### src/rtl/esc_ramp_ctrl.sv
// ESC arming / throttle ramp controller with kill and optional command watchdog.
// Optional failsafe watchdog enabled by defining ESC_FAILSAFE_EN.
module esc_ramp_ctrl #(
  parameter int unsigned FRAME_DIV      = 100000,
  parameter int unsigned ARM_FRAMES     = 50,
  parameter int unsigned STEP           = 4,
  parameter int unsigned TIMEOUT_FRAMES = 25
) (
  input  logic       clk,
  input  logic       rst_n,
  input  logic       arm_req,
  input  logic       kill,
  input  logic       cmd_valid,
  input  logic [7:0] cmd_data,
  output logic       cmd_ready,
  output logic       esc_en,
  output logic [7:0] esc_inp,
  output logic [1:0] state,
  output logic       fault
);

  typedef enum logic [1:0] {
    IDLE   = 2'd0,
    ARMING = 2'd1,
    RUN    = 2'd2,
    DISARM = 2'd3
  } state_t;

  localparam int unsigned FCW   = (FRAME_DIV > 1) ? $clog2(FRAME_DIV) : 1;
  localparam int unsigned ACW   = (ARM_FRAMES > 0) ? $clog2(ARM_FRAMES + 1) : 1;
  localparam logic [8:0]  STEP9 = 9'(STEP);

  state_t         st;
  logic [FCW-1:0] frame_cnt;
  logic           tick;
  logic [ACW-1:0] arm_cnt;
  logic [7:0]     target;
  logic [7:0]     ramp_next;
  logic [8:0]     diff;
  logic [8:0]     mag;
  logic           accept;

`ifdef ESC_FAILSAFE_EN
  localparam int unsigned WCW = $clog2(TIMEOUT_FRAMES + 1);
  logic [WCW-1:0] wdog;
  logic           fault_q;
  logic           timeout;

  assign fault   = fault_q;
  assign timeout = tick && !accept && (wdog == WCW'(TIMEOUT_FRAMES - 1));
`else
  assign fault = 1'b0;
`endif

  assign tick   = (frame_cnt == FCW'(FRAME_DIV - 1));
  assign accept = cmd_valid && cmd_ready;
  assign state  = st;

  always_ff @(posedge clk or negedge rst_n) begin
    if (!rst_n) begin
      frame_cnt <= '0;
    end else if (tick) begin
      frame_cnt <= '0;
    end else begin
      frame_cnt <= frame_cnt + FCW'(1);
    end
  end

  // Signed 9-bit difference: saturate the step at the target so it never overshoots or wraps.
  always_comb begin
    diff      = {1'b0, target} - {1'b0, esc_inp};
    mag       = '0;
    ramp_next = esc_inp;
    if (diff[8]) begin
      mag       = 9'(-diff);
      ramp_next = (mag > STEP9) ? esc_inp - STEP9[7:0] : target;
    end else if (diff != '0) begin
      ramp_next = (diff > STEP9) ? esc_inp + STEP9[7:0] : target;
    end
  end

  always_ff @(posedge clk or negedge rst_n) begin
    if (!rst_n) begin
      st        <= IDLE;
      esc_en    <= 1'b0;
      esc_inp   <= '0;
      cmd_ready <= 1'b0;
      target    <= '0;
      arm_cnt   <= '0;
`ifdef ESC_FAILSAFE_EN
      wdog      <= '0;
      fault_q   <= 1'b0;
`endif
    end else if (kill) begin
      st        <= IDLE;
      esc_en    <= 1'b0;
      esc_inp   <= '0;
      cmd_ready <= 1'b0;
      target    <= '0;
      arm_cnt   <= '0;
`ifdef ESC_FAILSAFE_EN
      wdog      <= '0;
`endif
    end else begin
`ifdef ESC_FAILSAFE_EN
      if (!arm_req) fault_q <= 1'b0;
`endif
      unique case (st)
        IDLE: begin
          esc_en    <= 1'b0;
          esc_inp   <= '0;
          cmd_ready <= 1'b0;
          if (arm_req && !fault) begin
            st      <= ARMING;
            arm_cnt <= '0;
            esc_en  <= 1'b1;
          end
        end
        ARMING: begin
          esc_inp <= '0;
          if (!arm_req) begin
            st     <= IDLE;
            esc_en <= 1'b0;
          end else if (tick) begin
            if (arm_cnt == ACW'(ARM_FRAMES - 1)) begin
              st        <= RUN;
              target    <= '0;
              cmd_ready <= 1'b1;
              arm_cnt   <= '0;
`ifdef ESC_FAILSAFE_EN
              wdog      <= '0;
`endif
            end else begin
              arm_cnt <= arm_cnt + ACW'(1);
            end
          end
        end
        RUN: begin
          // Ramp reads the pre-edge target, so a command accepted on a tick takes effect next frame.
          if (tick) esc_inp <= ramp_next;
          if (accept) target <= cmd_data;
`ifdef ESC_FAILSAFE_EN
          if (accept) begin
            wdog <= '0;
          end else if (tick) begin
            wdog <= wdog + WCW'(1);
          end
`endif
          if (!arm_req) begin
            st        <= DISARM;
            target    <= '0;
            cmd_ready <= 1'b0;
`ifdef ESC_FAILSAFE_EN
          end else if (timeout) begin
            st        <= DISARM;
            target    <= '0;
            cmd_ready <= 1'b0;
            fault_q   <= 1'b1;
            wdog      <= '0;
`endif
          end
        end
        DISARM: begin
          cmd_ready <= 1'b0;
          if (esc_inp == '0) begin
            st     <= IDLE;
            esc_en <= 1'b0;
          end else if (tick) begin
            esc_inp <= ramp_next;
          end
        end
        default: st <= IDLE;
      endcase
    end
  end

endmodule

### config.mk
export PLATFORM = sky130hd
export DESIGN_NAME = esc_ramp_ctrl
export DESIGN_NICKNAME = d
export VERILOG_FILES = /design/src/rtl/esc_ramp_ctrl.sv
export SDC_FILE = /design/constraint.sdc
export NUM_CORES = 1
export LEC_CHECK = 0
export CORE_UTILIZATION = 36
export DETAILED_ROUTE_END_ITERATION = 12
export GPL_ROUTABILITY_DRIVEN = 1
export PLACE_DENSITY = 0.65
export SYNTH_ARGS = -nofsm -noshare
export SYNTH_HDL_FRONTEND = slang
export SYNTH_SLANG_ARGS = --single-unit
export TNS_END_PERCENT = 30
### constraint.sdc
create_clock -name clk -period 9.85 [get_ports clk]
set_input_delay 2.4625 -clock clk [delete_from_list [all_inputs] [get_ports clk]]
set_output_delay 2.4625 -clock clk [all_outputs]
set_load 0.05 [all_outputs]
==> impl_results.md <==
* Status: finished clean
* Class of the worst hold path: reg -> reg
* Final period util at 45.4%
* Worst-path clk slew at 0.09 ns
* Io pins at 26
* RePlAce Congestion at 0.844
* I/O Buffers at 24
* Maximum number of pins on one net before global-route repair at 44
* Post-synth top flop: dfrtp_1
* Synth unique cells at 62
* Setup TNS at 0 ns
* Req. time, crit path at 10.09 ns
* Gr ovfl total at 0
* Ant diodes at 0
* GRT Util Overall at 16.6%
* Worst-margin pin slew at 0.972 ns
* Post-cts resize count at 0
* P&R area growth vs syn at 13.5%
* Avg Cell Area, Syn at 8.78 sq um
* Slew margin rel. at 35.2%
* Ranking of synthesized cells by area: dfrtp_1 (37%), ha_1 (6.1%), o21ai_0 (4.2%)
* Num rows at 32
* Mapped Area at 0.00287 sq mm
* Pwr per Cell Area at 94.7 mW/mm^2
* Final setup fails at 0
* DR vias at 2463
* Die Height at 91.3 microns
* Hold Crit Depth at 1
* Instance count of the mapped netlist at 327
* Drt pass-1 iters at 4
* Die Width at 91.3 microns
* Pwr Total at 309 uW
* Num CTS Buffers at 5
* Worst vdd ir at 0.0000687 V
* Post-Syn Nets at 355
* Detailed Route WL at 6.53 mm
* Yosys warnings at 0
* Max cap viols at 0
* Arrival time at the worst endpoint at 4.71 ns
* Fin. Hold Viols at 0
* Share of the yosys chip area belonging to registers at 37.5%
* Critical path class: reg -> reg
* Initial antenna violation count at 0
* First-pass GRT wire length at 11.1 mm
* Layout cells sized above 1 at 6.02%
* Via density at 5.46
* Dpl cells at 444
* Core area at 0.00773 sq mm
* Fmax at 0.224 GHz
* Post-layout nets at 377
* R2R depth at 13
* CTS tree: built
* Critical Path Start Type: flip-flop
* Clock sink total at 43
* Fin. max-slew vios at 0
* H-tree lvl count at 2
* Non-filler cells, final at 451
* Worst skew pair latency at 0.30 ns
* Wirelength per Cell at 14.5 microns
* Hpwl dp at 4.79 mm
* Post-synth EDFFs at 0
* Post-CTS Repair Setup Buffers at 0
* Clock Skews at 0.00568 ns
* Unrepaired setup endpoints after global routing: false
* DRC viols at 0
* Initial DRC Count at 118
* Worst setup EP type: flip-flop
* Detail Route Antenna Nets at 0
* Clock period minus worst slack at 4.47 ns
* Die area at 0.00834 sq mm
* Share of the synthesized area in the top cell type at 37.5%
* CTS Root Cell: clkbuf_8
* Vias in the first global route at 2383
* Pre-CTS setup slack at 5.32 ns
* Critical path peak fanout at 9
* Hold_buf cts at 0
* Synthesized flop and latch total at 43
* Setup ws final at 5.38 ns
* Max clock buf depth at 2
* Static Leak at 0.00138 uW
* Share of synthesized registers carrying an async set or reset at 100%
* Cell taking the most area after synthesis: dfrtp_1
* Initial Utilization at 37.2%
critical path, cell delays in order, from the launching register on:
cell and delay [ns]:
dfrtp_1 0.53, inv_1 0.18, ha_1 0.43, and3_2 0.24
a221oi_1 0.40, nor2_1 0.14, a211oi_4 0.37, inv_1 0.18
ha_1 0.34, a2111o_1 0.40, o211a_2 0.16, or4b_4 0.58
or3_1 0.33, a21oi_1 0.14
metal layers:
layer  vias to the layer above  GRT usage (%)  share of wire [%]  wire, microns
li1                       1220              -                  -              -
met2                        38           26.7                 46           3020
met5                         -              0                  0              0
met1                      1196           22.3                 49           3180
met4                         0           5.29                1.3             82
met3                         9           3.43                3.8            248
placed cells by master (no fill, tap or decap), types with 2 or more instances in the layout:
master           instances
dfrtp_1                 43
and3_2                   2
o311ai_0                 2
o211ai_1                 3
ha_1                    14
inv_1                   23
nand2b_1                 4
mux2i_1                  2
a21o_1                   3
and3_1                   6
clkbuf_8                 5
nand4_1                 10
a21oi_1                 21
or2b_2                   2
and2_1                   3
nor4_1                   3
a211oi_1                 4
a31oi_1                  2
a22o_1                   3
xor2_1                  10
nor2b_1                  4
or3_1                    5
nor2_1                  29
nand3_1                 22
o31ai_1                  2
xnor2_1                 13
nor3_1                   6
a221oi_1                 2
o21ai_0                 24
and4_1                   2
clkdlybuf4s50_1         23
nand2_1                 23
report_power, final:
| group | internal (uW) | switching, uW | total [uW] |
|---|---|---|---|
| Clock | 48.6 | 65.3 | 114 |
| Sequential | 177 | 0.992 | 178 |
| Combinational | 6.10 | 10.5 | 16.6 |
area by class of cell:
cell class | instances | area (sq um)
inverters | 23 | 86.3
repair buffers | 24 | 235
fillers | 804 | 4470
flip-flops and latches | 43 | 1080
multi-input cells | 252 | 1650
clock buffers | 5 | 68.8
well taps | 102 | 128
clock inverters | 2 | 13.8
stage by stage:
step / cell area, sq um / utilization, % / hold WS (ns)
2_1_floorplan: 2870 / - / 0.446
3_3_place_gp: 3180 / 41.1 / 0.460
3_5_place_dp: 3180 / 41.1 / 0.463
4_1_cts: 3260 / 42.2 / 0.480
5_1_grt: 3260 / 42.2 / 0.512
6_report: 3260 / 42.2 / 0.483
cells by family after synthesis:
logic type      Yosys count  synth area share [%]
compound gates           81                  18.7
xor+xnor                 23                  7.02
fa+ha+maj                15                  6.80
buf+inv                  32                  5.01
flops                    43                  37.5
mux                       3                  1.09
other cells               1                 0.131
simple gates            129                  23.7
sequential cells by signal (all words and copies together), names as in the netlist:
| register | cells |
|---|---|
| target | 8 |
| esc_inp | 8 |
| esc_en | 1 |
| frame_cnt | 17 |
| arm_cnt | 6 |
| cmd_ready | 1 |
| state | 2 |
final timing paths:
| kind | endpoint | slack [ns] | start |
|---|---|---|---|
| min in group asynchronous | frame_cnt[12] | 2.31 | rst_n |
| min reg2reg | frame_cnt[4] | 0.48 | frame_cnt[4] |
| max | esc_inp[1] | 5.38 | esc_inp[4] |
| max in group asynchronous | target[1] | 6.94 | rst_n |
| max reg2reg | esc_inp[1] | 5.38 | esc_inp[4] |
| min | frame_cnt[4] | 0.48 | frame_cnt[4] |
synthesized netlist by cell type (all sizes together) (3+ instances only):
cell and n:
nor2 29, a22o 3, nor2b 4, clkbuf 6, o21ai 24, inv 23
nand2 23, a211oi 5, nand3 22, or3 5, and4 3, nor4 3
ha 14, a21oi 22, xor2 10, dfrtp 43, and2 3, o211ai 3
nor3 6, a21o 3, xnor2 13, nand2b 4, nand4 10, and3 8
buf 3
(Power assumes the default switching activity.)
